### src/rtl/ddsm_pkg.sv
// Shared definitions for the DDSM phase-adjust path: sequencer state
// encoding, adder field width and the chunk clamp limits.
package ddsm_pkg;

    // Width of the phase adder's adjust field (two's complement).
    localparam int PHASEADD_W = 12;

    // Default largest chunk magnitude the adder is fed per enable pulse.
    localparam int CHUNK_MAX_DEF = 2047;

    // Sequencer states.
    typedef enum logic [1:0] {
        ST_IDLE  = 2'd0,
        ST_SETUP = 2'd1,
        ST_PULSE = 2'd2,
        ST_GAP   = 2'd3
    } seq_state_t;

    // Upper clamp limit for a chunk.
    function automatic int chunk_pos_lim(input int chunk_max);
        return chunk_max;
    endfunction

    // Lower clamp limit for a chunk. It is one step further from zero than
    // the upper limit so that a full-scale negative field value is reachable.
    function automatic int chunk_neg_lim(input int chunk_max);
        return -(chunk_max + 1);
    endfunction

endpackage

### src/rtl/phase_step_sequencer_if.sv
// Valid/ready request channel carrying a signed phase step into the
// sequencer. The master is the requester; the slave is the sequencer.
interface phase_step_sequencer_if #(
    parameter int P_STEP_W = 16
);
    logic signed [P_STEP_W-1:0] i_step;
    logic                       i_step_valid;
    logic                       o_step_ready;

    modport master (
        output i_step,
        output i_step_valid,
        input  o_step_ready
    );

    modport slave (
        input  i_step,
        input  i_step_valid,
        output o_step_ready
    );
endinterface

### src/rtl/phase_chunk_sel.sv
// Combinational chunk selector: clamps the remaining phase step into the
// range one adder pulse may carry and flags an exhausted remainder.
module phase_chunk_sel
    import ddsm_pkg::*;
#(
    parameter int P_STEP_W    = 16,
    parameter int P_CHUNK_MAX = CHUNK_MAX_DEF
) (
    input  logic signed [P_STEP_W:0]   i_rem,
    output logic signed [P_STEP_W:0]   o_chunk_ext,
    output logic [PHASEADD_W-1:0]      o_chunk,
    output logic                       o_rem_zero
);

    localparam logic signed [P_STEP_W:0] LIM_POS = (P_STEP_W+1)'(chunk_pos_lim(P_CHUNK_MAX));
    localparam logic signed [P_STEP_W:0] LIM_NEG = (P_STEP_W+1)'(chunk_neg_lim(P_CHUNK_MAX));

    // Saturate the remainder to the legal chunk range; both operands are signed.
    always_comb begin
        if (i_rem > LIM_POS) begin
            o_chunk_ext = LIM_POS;
        end else if (i_rem < LIM_NEG) begin
            o_chunk_ext = LIM_NEG;
        end else begin
            o_chunk_ext = i_rem;
        end
    end

    // The clamp range fits the adder field, so truncation is lossless.
    assign o_chunk    = o_chunk_ext[PHASEADD_W-1:0];
    assign o_rem_zero = (i_rem == '0);

endmodule

### src/rtl/phase_step_sequencer.sv
// Splits a signed phase-step request into clamped chunks and delivers each
// one to the DDSM phase adder as a single enable pulse, with the chunk value
// set up a cycle ahead and held stable for the whole pulse.
module phase_step_sequencer
    import ddsm_pkg::*;
#(
    parameter int P_STEP_W    = 16,
    parameter int P_CHUNK_MAX = CHUNK_MAX_DEF,
    parameter int P_HOLD      = 3,
    parameter int P_GAP       = 2
) (
    input  logic                   i_clk,
    input  logic                   i_ff_rst,
    input  logic                   i_mod_run,
    phase_step_sequencer_if.slave  s_step,
    output logic                   o_phaseadjusten,
    output logic [PHASEADD_W-1:0]  o_phaseadd,
    output logic                   o_busy,
    output logic                   o_done,
    output logic [7:0]             o_retry_cnt
);

    localparam logic [7:0] HOLD_LAST = 8'(P_HOLD - 1);
    localparam logic [7:0] GAP_LAST  = 8'(P_GAP - 1);
    // The adder captures during the first two enable cycles only.
    localparam logic [7:0] RUN_WIN   = 8'd2;

    seq_state_t                r_state;
    logic [7:0]                r_cnt;
    logic signed [P_STEP_W:0]  r_rem;
    logic                      r_run_ok;
    logic                      r_phaseadjusten;
    logic [PHASEADD_W-1:0]     r_phaseadd;
    logic                      r_done;
    logic [7:0]                r_retry_cnt;

    seq_state_t                w_state_nxt;
    logic [7:0]                w_cnt_nxt;
    logic signed [P_STEP_W:0]  w_rem_nxt;
    logic                      w_run_ok_nxt;
    logic                      w_phaseadjusten_nxt;
    logic [PHASEADD_W-1:0]     w_phaseadd_nxt;
    logic                      w_done_nxt;
    logic [7:0]                w_retry_nxt;

    logic                      w_idle;
    logic                      w_accept;
    logic signed [P_STEP_W:0]  w_step_ext;
    logic signed [P_STEP_W:0]  w_sel_in;
    logic signed [P_STEP_W:0]  w_chunk_ext;
    logic [PHASEADD_W-1:0]     w_chunk;
    logic                      w_sel_zero;
    logic                      w_run_ok_now;

    assign w_idle     = (r_state == ST_IDLE);
    assign w_accept   = w_idle & s_step.i_step_valid;
    assign w_step_ext = {s_step.i_step[P_STEP_W-1], s_step.i_step};

    // In IDLE the selector looks at the incoming request so the first chunk
    // can be registered on the accept edge and be on o_phaseadd in SETUP.
    assign w_sel_in = w_idle ? w_step_ext : r_rem;

    phase_chunk_sel #(
        .P_STEP_W    (P_STEP_W),
        .P_CHUNK_MAX (P_CHUNK_MAX)
    ) u_chunk_sel (
        .i_rem       (w_sel_in),
        .o_chunk_ext (w_chunk_ext),
        .o_chunk     (w_chunk),
        .o_rem_zero  (w_sel_zero)
    );

    // Run flag accumulated over the capture window, including this cycle's
    // sample when still inside the window.
    assign w_run_ok_now = r_run_ok & ((r_cnt >= RUN_WIN) | i_mod_run);

    // Next-state and next-output logic for the chunk sequencer.
    always_comb begin
        // NOTE: every signal gets a default first so no path leaves one
        // unassigned, which would otherwise infer a latch.
        w_state_nxt    = r_state;
        w_cnt_nxt      = r_cnt;
        w_rem_nxt      = r_rem;
        w_run_ok_nxt   = r_run_ok;
        w_phaseadd_nxt = r_phaseadd;
        w_done_nxt     = 1'b0;
        w_retry_nxt    = r_retry_cnt;

        case (r_state)
            ST_IDLE: begin
                w_phaseadd_nxt = '0;
                if (w_accept) begin
                    if (w_sel_zero) begin
                        // Nothing to apply: acknowledge without a pulse.
                        w_done_nxt = 1'b1;
                    end else begin
                        w_state_nxt    = ST_SETUP;
                        w_rem_nxt      = w_step_ext;
                        w_phaseadd_nxt = w_chunk;
                    end
                end
            end

            ST_SETUP: begin
                w_state_nxt  = ST_PULSE;
                w_cnt_nxt    = '0;
                w_run_ok_nxt = 1'b1;
            end

            ST_PULSE: begin
                w_run_ok_nxt = w_run_ok_now;
                if (r_cnt == HOLD_LAST) begin
                    w_state_nxt = ST_GAP;
                    w_cnt_nxt   = '0;
                    if (w_run_ok_now) begin
                        w_rem_nxt = r_rem - w_chunk_ext;
                    end else if (r_retry_cnt != 8'hFF) begin
                        w_retry_nxt = r_retry_cnt + 8'd1;
                    end
                end else begin
                    w_cnt_nxt = r_cnt + 8'd1;
                end
            end

            ST_GAP: begin
                if (r_cnt == GAP_LAST) begin
                    w_cnt_nxt = '0;
                    if (w_sel_zero) begin
                        w_state_nxt    = ST_IDLE;
                        w_done_nxt     = 1'b1;
                        w_phaseadd_nxt = '0;
                    end else begin
                        // Remainder already reflects the last pulse, so this
                        // is either the next chunk or a retry of the same one.
                        w_state_nxt    = ST_SETUP;
                        w_phaseadd_nxt = w_chunk;
                    end
                end else begin
                    w_cnt_nxt = r_cnt + 8'd1;
                end
            end

            default: begin
                w_state_nxt    = ST_IDLE;
                w_phaseadd_nxt = '0;
            end
        endcase

        w_phaseadjusten_nxt = (w_state_nxt == ST_PULSE);
    end

    // State and registered outputs; reset clears the enable immediately.
    always_ff @(posedge i_clk or posedge i_ff_rst) begin
        // NOTE: non-blocking assignments so every register samples the
        // pre-edge values regardless of statement order.
        if (i_ff_rst) begin
            r_state         <= ST_IDLE;
            r_cnt           <= '0;
            r_rem           <= '0;
            r_run_ok        <= 1'b0;
            r_phaseadjusten <= 1'b0;
            r_phaseadd      <= '0;
            r_done          <= 1'b0;
            r_retry_cnt     <= '0;
        end else begin
            r_state         <= w_state_nxt;
            r_cnt           <= w_cnt_nxt;
            r_rem           <= w_rem_nxt;
            r_run_ok        <= w_run_ok_nxt;
            r_phaseadjusten <= w_phaseadjusten_nxt;
            r_phaseadd      <= w_phaseadd_nxt;
            r_done          <= w_done_nxt;
            r_retry_cnt     <= w_retry_nxt;
        end
    end

    assign s_step.o_step_ready = w_idle;
    assign o_busy              = ~w_idle;
    assign o_phaseadjusten     = r_phaseadjusten;
    assign o_phaseadd          = r_phaseadd;
    assign o_done              = r_done;
    assign o_retry_cnt         = r_retry_cnt;

endmodule

### src/flat_wrapper.sv
// flat-port wrapper written by rule: the top's interface ports become plain ports
module phase_step_sequencer_flat import ddsm_pkg::*;
#(
    parameter int P_STEP_W    = 16,
    parameter int P_CHUNK_MAX = CHUNK_MAX_DEF,
    parameter int P_HOLD      = 3,
    parameter int P_GAP       = 2
)
  (i_clk, i_ff_rst, i_mod_run, o_phaseadjusten, o_phaseadd, o_busy, o_done, o_retry_cnt, s_step_i_step, s_step_i_step_valid, s_step_o_step_ready);
  phase_step_sequencer_if #(.P_STEP_W(P_STEP_W)) s_step_i ();
  input  logic i_clk;
  input  logic i_ff_rst;
  input  logic i_mod_run;
  output logic o_phaseadjusten;
  output logic [PHASEADD_W-1:0] o_phaseadd;
  output logic o_busy;
  output logic o_done;
  output logic [7:0] o_retry_cnt;
  input wire logic [$bits(s_step_i.i_step)-1:0] s_step_i_step;
  input wire logic [$bits(s_step_i.i_step_valid)-1:0] s_step_i_step_valid;
  output wire logic [$bits(s_step_i.o_step_ready)-1:0] s_step_o_step_ready;
  assign s_step_i.i_step = s_step_i_step;
  assign s_step_i.i_step_valid = s_step_i_step_valid;
  assign s_step_o_step_ready = s_step_i.o_step_ready;
  phase_step_sequencer #(.P_STEP_W(P_STEP_W), .P_CHUNK_MAX(P_CHUNK_MAX), .P_HOLD(P_HOLD), .P_GAP(P_GAP)) u_core (.i_clk(i_clk), .i_ff_rst(i_ff_rst), .i_mod_run(i_mod_run), .s_step(s_step_i), .o_phaseadjusten(o_phaseadjusten), .o_phaseadd(o_phaseadd), .o_busy(o_busy), .o_done(o_done), .o_retry_cnt(o_retry_cnt));
endmodule
### config.mk
export PLATFORM = sky130hd
export DESIGN_NAME = phase_step_sequencer_flat
export DESIGN_NICKNAME = d
export VERILOG_FILES = /design/src/rtl/ddsm_pkg.sv /design/src/rtl/phase_step_sequencer_if.sv /design/src/rtl/phase_chunk_sel.sv /design/src/rtl/phase_step_sequencer.sv /design/src/flat_wrapper.sv
export SDC_FILE = /design/constraint.sdc
export NUM_CORES = 1
export LEC_CHECK = 0
export ABC_AREA = 1
export BUFFER_PORTS_ARGS = -buffer_cell sky130_fd_sc_hd__buf_2
export CAP_MARGIN = 15
export CORE_ASPECT_RATIO = 0.9
export CORE_UTILIZATION = 54
export CTS_CLUSTER_DIAMETER = 80
export CTS_CLUSTER_SIZE = 24
export DETAILED_ROUTE_END_ITERATION = 6
export HOLD_SLACK_MARGIN = 0.1
export PLACE_DENSITY_LB_ADDON = 0.3
export SYNTH_ARGS = -nofsm -noshare
export SYNTH_HDL_FRONTEND = slang
export SYNTH_SLANG_ARGS = --single-unit
### constraint.sdc
create_clock -name i_clk -period 3.7 [get_ports i_clk]
set_input_delay 0.37 -clock i_clk [delete_from_list [all_inputs] [get_ports i_clk]]
set_output_delay 0.37 -clock i_clk [all_outputs]
set_load 0.01 [all_outputs]
==> Word-level counts from Yosys, hierarchy flattened <==
Index checks and enable logic that the tools add are counted.
{ "totals": {"regBits": 50, "word_cells": 66, "output_inout_bits": 24, "input_bits": 20} }
{ "classes": {"n_addsub": 3, "reduce_logical": 9, "bitwise_logic": 5, "n_mux": 26, "eq_ne": 12, "magnitude_cmp": 3} }
{ "ops": {"columns": ["operator", "count"], "rows": [
  ["17-bit two-way mux", 7],
  ["12-bit two-way mux", 3],
  ["17-bit one-hot mux with 2 select lines", 1],
  ["12-bit one-hot mux with 2 select lines", 1],
  ["8-bit one-hot mux with 3 select lines", 1],
  ["17-bit by 12-bit > comparator with 1-bit output (second input constant)", 1],
  ["17-bit logical NOT", 1],
  ["17-bit by 12-bit < comparator with 1-bit output (second input constant)", 1],
  ["17-bit subtractor", 1],
  ["8-bit by 1-bit adder with 8-bit output (second input constant)", 2],
  ["8-bit two-way mux", 2],
  ["8-bit by 1-bit equality test with 1-bit output (second input constant)", 1],
  ["8-bit by 2-bit equality test with 1-bit output (second input constant)", 1],
  ["8-bit by 2-bit greater-or-equal comparator with 1-bit output (second input constant)", 1],
  ["2-bit two-way mux", 4],
  ["8-bit inequality test (second input constant)", 1],
  ["2-bit one-hot mux with 4 select lines", 1],
  ["2-bit equality test (second input constant)", 3],
  ["2-bit by 1-bit inequality test with 1-bit output (second input constant)", 3],
  ["2-bit nonzero test", 3],
  ["5-bit AND reduction", 1],
  ["1-bit two-way mux", 4],
  ["2-bit inequality test (second input constant)", 2],
  ["1-bit one-hot mux with 2 select lines", 2],
  ["other kinds (8)", 10]
]} }

==> Depth between registers and ports, before layout <==
Gate-level depths: netlist of the first run.
{ "logic_depth": {"depth_word": 9, "mapped_depth": 26, "depth_no_buf": 24} }

==> Cells and area by module <==
Synthesis of the first run repeated with hierarchy kept, for this count alone.
{ "hier_totals": {"hier_cells": 631, "hier_area_um2": 4185.3} }
{ "by_module_without_submodules": {"columns": ["mod", "cells_per_inst", "area_each_um2", "instances"], "rows": [
  ["phase_step_sequencer", 565, 3751.1, 1],
  ["phase_chunk_sel", 66, 434.2, 1]
]} }

==> Worst setup path after synthesis of the first run <==
Ideal clock, no wire load.
{ "synth_path": {"path_kind": "reg2reg", "from": "register u_core.r_state[0]", "to": "register u_core.r_rem[10]", "path_buffers": 3, "setup_ps": 117, "path_slack_ps": 8, "synth_period_minus_slack_ps": 3692, "arrival_ps": 3574, "path_stages_with_launch": 27, "required_ps": 3583, "path_cell_list": "dfrtp_1 > inv_1 > ha_1 > buf_6 > buf_6 > nand2_1 > nand2_1 > inv_1 > nor3_1 > nand3_1 > ha_1 > inv_1 > clkbuf_1 > a21oi_1 > inv_1 > ha_1 > fa_1 > o21ai_0 > nand2_1 > nand2_1 > nand2_1 > nand2_1 > nand2_1 > nand3_1 > nand2_1 > nand2_1 > o21ai_2"} }
{ "synth_between": {"elab_chain_len": 9, "elab_cells_between_ends": 19} }
{ "synth_lines": {"columns": ["element", "line_no", "source"], "rows": [
  ["start, declared", "phase_step_sequencer.sv:28", "seq_state_t r_state;"],
  ["start signal, assigned", "phase_step_sequencer.sv:166", "r_state <= w_state_nxt;"],
  ["2-bit logical NOT", "phase_step_sequencer.sv:55, phase_step_sequencer.sv:89", null],
  ["17-bit two-way mux", "phase_step_sequencer.sv:61", "assign w_sel_in = w_idle ? w_step_ext : r_rem;"],
  ["17-bit by 12-bit < comparator with 1-bit output", "phase_chunk_sel.sv:22", "end else if (i_rem < LIM_NEG) begin"],
  ["17-bit two-way mux", "phase_chunk_sel.sv:22", null],
  ["17-bit two-way mux", "phase_chunk_sel.sv:20", "if (i_rem > LIM_POS) begin"],
  ["17-bit subtractor", "phase_step_sequencer.sv:116", "w_rem_nxt = r_rem - w_chunk_ext;"],
  ["17-bit two-way mux", "phase_step_sequencer.sv:115", "if (w_run_ok_now) begin"],
  ["17-bit two-way mux", "phase_step_sequencer.sv:112", "if (r_cnt == HOLD_LAST) begin"],
  ["17-bit one-hot mux with 2 select lines", "phase_step_sequencer.sv:89", "case (r_state)"],
  ["end signal, assigned", "phase_step_sequencer.sv:168", "r_rem <= w_rem_nxt;"],
  ["end, declared", "phase_step_sequencer.sv:30", "logic signed [P_STEP_W:0] r_rem;"]
]} }
Parallel ways exist; a longest one is shown, timed or not. The select of a mux whose other input is x is not followed.
A chain may end at the register's enable or synchronous reset.

==> Final worst setup path of the first run <==
{ "layout_path": {"from": "register u_core.r_state[0]", "to": "register u_core.r_rem[13]"} }
Same word-level chain as after synthesis.

==> results of run 1 <==
==> through the flow <==
stage          cell area [µm²]  hold WS [ps]  setup TNS, ps  util (%)
2_1_floorplan             3759         477.2              0         -
6_report                  4282         302.7              0     64.32
4_1_cts                   4200         305.1              0     63.10
5_1_grt                   4282         324.2         -40.02     64.32
3_5_place_dp              4079         469.7         -698.2     61.28
3_3_place_gp              4079         460.9         -29.10     61.28
==> state kept, by name, indices dropped and copies added, names as in the netlist <==
register                cells
u_core.r_state              2
u_core.o_done               1
u_core.r_cnt                8
u_core.o_phaseadd          12
u_core.r_run_ok             1
u_core.o_phaseadjusten      1
u_core.o_retry_cnt          8
u_core.r_rem               17
==> synth_stat cells (3+ instances only) <==
master,number
nor2_1,49
ha_1,26
o21ai_1,6
o21ai_2,9
nand3b_1,3
xnor2_1,6
nor3_1,7
clkbuf_1,6
a21oi_1,32
nand3_1,33
o21ai_0,47
nand2_1,161
dfrtp_1,50
inv_1,61
nand4_1,8
xor2_1,7
buf_6,5
==> cell families (layout without fill, tap and decap cells) <==
logic type,after synthesis,count (layout),synth area share [%]
fa+ha+maj,27,27,9.188
mux,1,1,0.2996
compound gates,103,103,15.28
flops,50,50,33.29
xor+xnor,13,13,3.029
buf+inv,78,129,8.954
simple gates,270,270,29.96
==> area by class of cell <==
type	instances	area (µm²)	area share, %
multi-input cells	414	2215	51.72
flip-flops and latches	50	1251	29.22
repair buffers	58	346.6	8.095
inverters	63	239.0	5.582
well taps	90	112.6	2.630
clock buffers	5	68.82	1.607
clock inverters	3	48.80	1.140
==> routing by layer <==
| metal | routed length, µm | part of all wire, % | track usage [%] | vias to the layer above |
|---|---|---|---|---|
| met4 | 121 | 1.3 | 8.871 | 0 |
| met1 | 4426 | 46 | 35.94 | 1709 |
| li1 | - | - | - | 1851 |
| met5 | 0 | 0 | 0 | - |
| met3 | 662 | 6.9 | 4.213 | 14 |
| met2 | 4323 | 45 | 47.46 | 152 |
==> worst paths after layout <==
check	cells past startpoint	slack, ps	endpoint	from
worst max-delay path	23	190	u_core.r_rem[13]$_DFFE_PP0P_	u_core.r_state[0]$_DFF_PP0_
worst min-delay path	3	300	u_core.r_rem[12]$_DFFE_PP0P_	s_step_i_step[12]
worst max register to register	23	190	u_core.r_rem[13]$_DFFE_PP0P_	u_core.r_state[0]$_DFF_PP0_
worst min register to register	2	490	u_core.o_phaseadd[9]$_DFFE_PP0P_	u_core.o_phaseadd[9]$_DFFE_PP0P_
max in group asynchronous	4	2630	u_core.r_state[1]$_DFF_PP0_	i_ff_rst
min in group asynchronous	3	560	u_core.o_retry_cnt[7]$_DFFE_PP0P_	i_ff_rst
==> timing repair <==
action / CTS / global route
buffers inserted: 0 / 1
hold buffers: 0 / 1
endpoints found under the hold margin: 0 / 16
setup endpoints to repair: 6 / 13
pin swaps: 0 / 1
gates resized for setup: 2 / 18
==> critical path, cell delays in order, from the launching register on <==
cell and delay [ps]:
dfrtp_1 420, inv_2 120, ha_2 220, nand2_1 70
o21ai_2 70, inv_1 100, nor3_1 170, nand3_1 100
ha_1 310, inv_1 140, buf_6 160, a21oi_2 70
ha_1 340, a21oi_1 140, o21ai_0 100, buf_4 160
nand2_1 50, nand2_1 80, nand3_1 90, nand3_1 130
nand2_1 100, nand2_1 50, o21ai_0 140, nand2_1 70
==> run_results.csv, run 1 <==
group,metric,value,unit
clock_network,cts_buffers,5,
cells_and_area,layout_common_cells,"161 x nand2_1, 58 x inv_1, 50 x dfrtp_1",
setup_path,critPathKind,"flop to flop",
clock_network,htreeDepth,2,
drt,wl_per_cell,13.96,µm
sta,finalCriticalPeriod,3514,ps
global_route,grt_max_degree,51,
sta,finalWorstSetupSlack,186.2,ps
clock_network,cts_buffer_depth,2,
placed_design,dpl_worst_slack,-144.2,ps
hold_path,min_path_type,"input pin to flop",
cells_and_area,insertedDiodeCount,0,
floorplan,die_area,7298,µm²
cells_and_area,fillCellCount,609,
cells_and_area,layout.cells.non_filler,683,
floorplan,num_io_pins,44,
clock_network,clk_latency,310,ps
global_route,overflow,0,
setup_path,endpoint_kind,"flop",
drt,antenna_left,0,
drt,drt-total-wl,9534,µm
sta,fmax,284.6,MHz
synth,yosys-top-cells-area,"dfrtp_1 33%, nand2_1 16%, ha_1 8.7%, o21ai_0 6.3%, inv_1 6.1%",
sta,hold_viol,0,
synth,yosysWarnings,0,
cells_and_area,layout-drive-gt1-share,16.86,%
floorplan,start_util,56.47,%
drt,viasPerCell,5.455,
clock_network,clock_sinks,50,
sta,setup_viol,0,
sta,slew_headroom,55.00,%
sta,worst_pin_slew,674.3,ps
synth,synth_cells,542,
cells_and_area,final_common_cell,"nand2_1",
sta,maxSlewViolCount,0,
floorplan,die_h,81.15,µm
synth,syn_nets,589,
global_route,grt_pass1_wl,16110,µm
placed_design,dp_hpwl,7087,µm
setup_path,path_max_fanout,9,
drt,num_vias,3726,
cells_and_area,area_growth,13.91,%
placed_design,gp_congestion,0.9216,
synth,synth_seq_cells,50,
clock_network,cts_root_buf,"clkbuf_8",
synth,synth_top_area_share,33.29,%
clock_network,cts_tree,"built",
global_route,track_usage,27.48,%
job,maxCapViolCount,0,
cells_and_area,fin_nets,639,
sta,fin_crit_sh,94.97,%
setup_path,critPathRequiredTime,3910,ps
synth,netlist_area,3759,µm²
synth,synth_cell_types,37,
drt,dr.pass1.iters,5,
synth,ys.flop_type,"dfrtp_1",
global_route,antenna_found_initial,0,
setup_path,worst_setup_path_start_kind,"flop",
floorplan,rows,28,
clock_network,path_clk_slew,100,ps
floorplan,core_area,6656,µm²
global_route,grt_pass1_vias,3501,
placed_design,portBuffers,43,
run_status,status,"completed",
synth,synth_top_area_cell,"dfrtp_1",
drt,drt_iter0_drc,254,
synth,async_flop_share,100.0,%
sta,fin_skew,8.482,ps
synth,seq_area_frac_synth,33.29,%
placed_design,dp_cells,672,
floorplan,die_x,89.94,µm
drt,drcViolationCount,0,
sta,rsz0062_at_grt,"yes",
setup_path,critPathArrivalTime,3720,ps
synth,synth_edf_count,0,
synth,postSynthAreaPerCell,6.935,µm²
Power of run 1 is left out: the tool's default activity adds up to more than one toggle a clock period on the data nets, which glitch-free logic cannot reach.
==> inputs of run 2 (changes only) <==
Settings changed: ABC_CLOCK_PERIOD_IN_PS from default to 3700, CORE_UTILIZATION 54 to 55, CTS_BUF_LIST from default to sky130_fd_sc_hd__clkbuf_8.
==> run 2 against run 1 <==
Effect of this change:
- maximum frequency rose by 2.6%
- highest routed layer unchanged
- routed wire length rose by 0.41%
- largest cell class unchanged
- register-to-register slack gained 90 ps
==> run_results.csv, run 2 (synthesis gave the netlist of run 1 again) <==
group,metric,value,unit
run_status,status,"completed",
sta,hold_viol,0,
setup_path,path_max_fanout,21,
cells_and_area,area_growth,15.38,%
global_route,grt_max_degree,51,
placed_design,dp_hpwl,7007,µm
cells_and_area,fillCellCount,598,
drt,dr.pass1.iters,6,
clock_network,clk_latency,310,ps
drt,viasPerCell,5.365,
global_route,grt_busiest_layer,"met2",
drt,wl_per_cell,13.98,µm
setup_path,critPathRequiredTime,3950,ps
sta,worst_pin_slew,656.3,ps
cells_and_area,insertedDiodeCount,0,
placed_design,portBuffers,43,
placed_design,gp_congestion,0.9333,
clock_network,clock_sinks,50,
floorplan,die_x,89.14,µm
floorplan,core_area,6586,µm²
cells_and_area,fin_nets,641,
cells_and_area,utilization,65.84,%
hold_path,min_path_type,"input pin to flop",
cells_and_area,regMostFlops,"u_core.r_rem",
floorplan,start_util,57.07,%
drt,antenna_left,0,
clock_network,path_clk_slew,100,ps
setup_path,cp_top_family,"compound AO/OA/AOI/OAI gates",
global_route,overflow,0,
cells_and_area,final_common_cell,"nand2_1",
drt,drt-total-wl,9573,µm
cells_and_area,layout-drive-gt1-share,17.98,%
floorplan,rows,28,
cells_and_area,largest_reg_flops,17,
placed_design,dpl_cell_area,4071,µm²
global_route,grt_pass1_wl,15110,µm
sta,final.setup.tns,0,ps
setup_path,critPathArrivalTime,3670,ps
sta,setup_viol,0,
cells_and_area,layout_common_cells,"160 x nand2_1, 59 x inv_1, 50 x dfrtp_1",
clock_network,cts_buffers,5,
sta,fin_skew,8.042,ps
setup_path,max_stage_delay,430,ps
global_route,grtUsageMet3,4.625,%
setup_path,critPathKind,"flop to flop",
setup_path,crit_slowest_cell,"dfrtp_1",
floorplan,die_area,7169,µm²
sta,finalCriticalPeriod,3424,ps
clock_network,cts_tree,"built",
cells_and_area,finalInstanceArea,4337,µm²
sta,maxSlewViolCount,0,
clock_network,cts_root_buf,"clkbuf_8",
drt,drcViolationCount,0,
sta,rsz0062_at_grt,"no",
setup_path,worst_setup_path_start_kind,"flop",
setup_path,path_buf_inv,4,
drt,drt_iter0_drc,286,
clock_network,htreeDepth,2,
drt,num_vias,3675,
job,maxCapViolCount,0,
global_route,antenna_found_initial,0,
floorplan,num_io_pins,44,
clock_network,cts_buffer_depth,2,
sta,fmax,292.0,MHz
cells_and_area,register_area,1251,µm²
sta,whs,302.6,ps
setup_path,endpoint_kind,"flop",
global_route,grt_pass1_vias,3362,
global_route,grt_use_met2,44.27,%
cells_and_area,multi_input_area,2251,µm²
setup_path,worstPathCellList,"inv_2 -> ha_4 -> buf_6 -> nand2_1 -> nand2_1 -> nand3_1 -> ha_1 -> inv_1 -> buf_6 -> a21oi_1 -> ha_1 -> a21oi_2 -> o21ai_0 -> a21oi_1 -> nand2_1 -> nand3_1 -> nand3_1 -> a21oi_1",
floorplan,die_h,80.43,µm
global_route,grt_use_met1,37.26,%
global_route,track_usage,27.27,%
sta,slew_headroom,56.20,%
sta,fin_crit_sh,92.55,%
-- run 2: cell count changes in the layout (fill, tap and decap cells not counted), sizes merged --
| cell | previous run | this run |
|---|---|---|
| buf | 57 | 59 |
-- run 2: final timing paths --
kind,from,end,slack [ps],cells past startpoint
min in group asynchronous,i_ff_rst,u_core.o_retry_cnt[5]$_DFFE_PP0P_,510,3
worst max register to register,u_core.r_state[0]$_DFF_PP0_,u_core.r_rem[16]$_DFFE_PP0P_,280,18
worst max-delay path,u_core.r_state[0]$_DFF_PP0_,u_core.r_rem[16]$_DFFE_PP0P_,280,18
worst min-delay path,s_step_i_step[12],u_core.r_rem[12]$_DFFE_PP0P_,300,3
max in group asynchronous,i_ff_rst,u_core.r_rem[7]$_DFFE_PP0P_,2710,4
worst min register to register,u_core.o_phaseadd[4]$_DFFE_PP0P_,u_core.o_phaseadd[4]$_DFFE_PP0P_,490,2
-- run 2: layout make-up --
| type | instances | share of cell area (%) |
|---|---|---|
| inverter | 63 | 5.511 |
| sequential | 50 | 28.85 |
| tap | 90 | 2.597 |
| clock inverter | 3 | 1.125 |
| clock buffer | 5 | 1.587 |
| multi-input combinational | 414 | 51.90 |
| timing repair buffer | 60 | 8.425 |
-- run 2: metal layers --
layer  up-vias  share of wire (%)
met2       140                 46
li1       1863                  -
met4         0                2.1
met5         -                  0
met3        23                7.1
met1      1649                 45
-- run 2: stage by stage --
stage / setup slack [ps] / instances
2_1_floorplan: 8.217 / 542
3_3_place_gp: -17.67 / 671
5_1_grt: 4.025 / 685
6_report: 275.7 / 685
4_1_cts: 15.42 / 679
3_5_place_dp: -151.7 / 671
-- run 2: timing repair --
item                                    in CTS  in global routing
endpoints found under the hold margin        0                  9
pin swaps                                    0                  4
setup buffers                                0                  4
endpoints found under the setup margin       6                 13
hold buffers                                 0                  1
gates resized for setup                      2                 24
-- run 2: worst min-delay path: stages --
cell,delay (ps)
buf_2,100
o211ai_2,70
nand2_1,50
Power of run 2 is left out for the same reason.
==> inputs of run 3 (changes only) <==
Settings changed: CORE_UTILIZATION 55 to 25.
==> run 3 against run 2 <==
Effect of this change:
- routed wire length up 8.8%
- flip-flop and latch count unchanged
- critical path depth increased by 5
- critical endpoint unchanged
- maximum frequency up 0.74%
- design area grew 1.6%
- global-route usage fell by 13 points
- largest cell class unchanged
- clock skew is 3.4 ps higher
==> run_results.csv, run 3 (synthesis gave the netlist of run 1 again) <==
group,metric,value,unit
global_route,grt_max_degree,28,
floorplan,core_area,14710,µm²
cells_and_area,fillCellCount,1632,
cells_and_area,layout-drive-gt1-share,17.79,%
placed_design,portBuffers,43,
setup_path,path_max_fanout,5,
setup_path,path_buf_inv,6,
sta,fin_skew,11.39,ps
cells_and_area,regMostFlops,"u_core.r_rem",
clock_network,cts_tree,"built",
cells_and_area,layout_common_cells,"161 x nand2_1, 56 x inv_1, 50 x dfrtp_1",
sta,setup_viol,0,
clock_network,cts_root_buf,"clkbuf_8",
run_status,status,"completed",
cells_and_area,insertedDiodeCount,0,
power,powerDensity,1060,nW/µm²
sta,whs,88.10,ps
power,vdd_drop_max,0.3785,mV
setup_path,worstPathCellList,"inv_2 -> ha_2 -> nand2_1 -> o21ai_1 -> inv_2 -> nor3_2 -> nand3_1 -> ha_1 -> inv_2 -> a21oi_2 -> inv_1 -> ha_1 -> fa_2 -> o21ai_0 -> buf_4 -> nand2_1 -> nand2_1 -> nand2_1 -> nand2_1 -> inv_1 -> nand2_1 -> nand3_1 -> a21oi_1",
drt,drt_iter0_drc,258,
floorplan,start_util,25.54,%
placed_design,gp_congestion,0.8679,
setup_path,critPathKind,"flop to flop",
cells_and_area,fin_nets,642,
setup_path,crit_top_cell,"nand2_1",
clock_network,clock_sinks,50,
hold_path,min_path_type,"input pin to async pin",
global_route,grt_pass1_wl,17460,µm
setup_path,max_stage_delay,420,ps
floorplan,num_io_pins,44,
drt,drt-total-wl,10420,µm
clock_network,htreeDepth,2,
global_route,antenna_found_initial,0,
sta,fin_crit_sh,91.87,%
drt,wl_per_cell,13.12,µm
clock_network,cts_buffers,5,
drt,drcViolationCount,0,
floorplan,die_area,15530,µm²
sta,maxSlewViolCount,0,
sta,worst_pin_slew,643.8,ps
setup_path,cp_top_family,"adder cells",
drt,dr.pass1.iters,5,
clock_network,cts_buffer_depth,2,
setup_path,crit_slowest_cell,"dfrtp_1",
sta,fmax,294.2,MHz
global_route,grt_pass1_vias,3531,
setup_path,worst_setup_path_start_kind,"flop",
floorplan,rows,42,
placed_design,dpl_worst_slack,52.21,ps
sta,finalWorstSetupSlack,300.8,ps
cells_and_area,largest_reg_flops,17,
cells_and_area,layout.cells.non_filler,794,
power,p_leak,2.279,nW
floorplan,die_h,118.3,µm
clock_network,path_clk_slew,110,ps
floorplan,die_x,131.2,µm
sta,finalCriticalPeriod,3399,ps
sta,slew_headroom,57.03,%
global_route,track_usage,13.90,%
drt,antenna_left,0,
cells_and_area,area_growth,17.21,%
setup_path,critPathRequiredTime,3950,ps
setup_path,endpoint_kind,"flop",
clock_network,clk_latency,320,ps
cells_and_area,final_common_cell,"nand2_1",
drt,num_vias,3639,
drt,viasPerCell,4.583,
placed_design,dp_hpwl,8061,µm
setup_path,critPathArrivalTime,3650,ps
sta,hold_viol,0,
sta,final.setup.tns,0,ps
placed_design,dp_cells,785,
global_route,overflow,0,
job,maxCapViolCount,0,
==> run 3: changes by cell type in the layout (fill, tap and decap cells not counted), moves of 2 or more <==
cell	change
a21oi_1	+2
buf_4	+4
inv_1	-3
o21ai_2	-2
inv_2	+2
==> run 3: worst paths after layout <==
kind | startpoint | cells past startpoint | endpoint | slack (ps)
max in group asynchronous | i_ff_rst | 3 | u_core.r_rem[15]$_DFFE_PP0P_ | 2840
worst min register to register | u_core.o_phaseadd[3]$_DFFE_PP0P_ | 2 | u_core.o_phaseadd[3]$_DFFE_PP0P_ | 490
min in group i_clk | s_step_i_step[12] | 3 | u_core.r_rem[12]$_DFFE_PP0P_ | 320
worst max register to register | u_core.r_state[0]$_DFF_PP0_ | 23 | u_core.r_rem[16]$_DFFE_PP0P_ | 300
worst min-delay path | i_ff_rst | 2 | u_core.o_phaseadd[10]$_DFFE_PP0P_ | 90
worst max-delay path | u_core.r_state[0]$_DFF_PP0_ | 23 | u_core.r_rem[16]$_DFFE_PP0P_ | 300
==> run 3: through the flow <==
stage,area (µm²),utilization (%),total power [mW]
after CTS,4347,29.54,4.572
after global routing,4405,29.94,5.223
after detailed placement,4252,28.89,4.191
final,4405,29.94,4.671
after floorplan,3759,-,3.292
after global placement,4252,28.89,4.156
==> run 3: cell type report <==
| type | instances | area, µm² | area share [%] |
|---|---|---|---|
| clock buffer | 6 | 82.58 | 1.874 |
| sequential | 50 | 1251 | 28.40 |
| timing repair buffer | 61 | 354.1 | 8.037 |
| inverter | 63 | 241.5 | 5.481 |
| tap | 198 | 247.7 | 5.623 |
| clock inverter | 2 | 12.51 | 0.2840 |
| multi-input combinational | 414 | 2216 | 50.30 |
==> run 3: per-layer routing <==
metal	vias to the layer above	part of all wire, %	global-route usage (%)
met4	0	1.1	3.309
met3	11	4.7	2.445
li1	1855	-	-
met5	-	0	0
met1	1692	52	19.86
met2	81	43	21.54
==> run 3: report_power, final <==
part	total (mW)	leakage [nW]	switching (mW)	internal, mW
combinational	3.48	1.58	2.20	1.28
clock	0.360	0.0472	0.209	0.151
sequential	0.826	0.651	0.111	0.715
==> run 3: worst register-to-register path: cells and delay by family (launching register included) <==
kind | cells | cell delay [ps]
adder cells (fa/ha/maj) | 4 | 1080
AND/OR/NAND/NOR | 9 | 730
AO/OA/AOI/OAI | 4 | 570
buffers and inverters | 6 | 520
flip-flops | 1 | 420
==> run 3: repair_timing <==
action | CTS | global route
hold buffers | 0 | 0
buffers inserted | 0 | 1
endpoints found under the hold margin | 0 | 0
endpoints found under the setup margin | 0 | 13
resized for setup | 0 | 21
No activity file was read; power rests on OpenSTA's default activity.
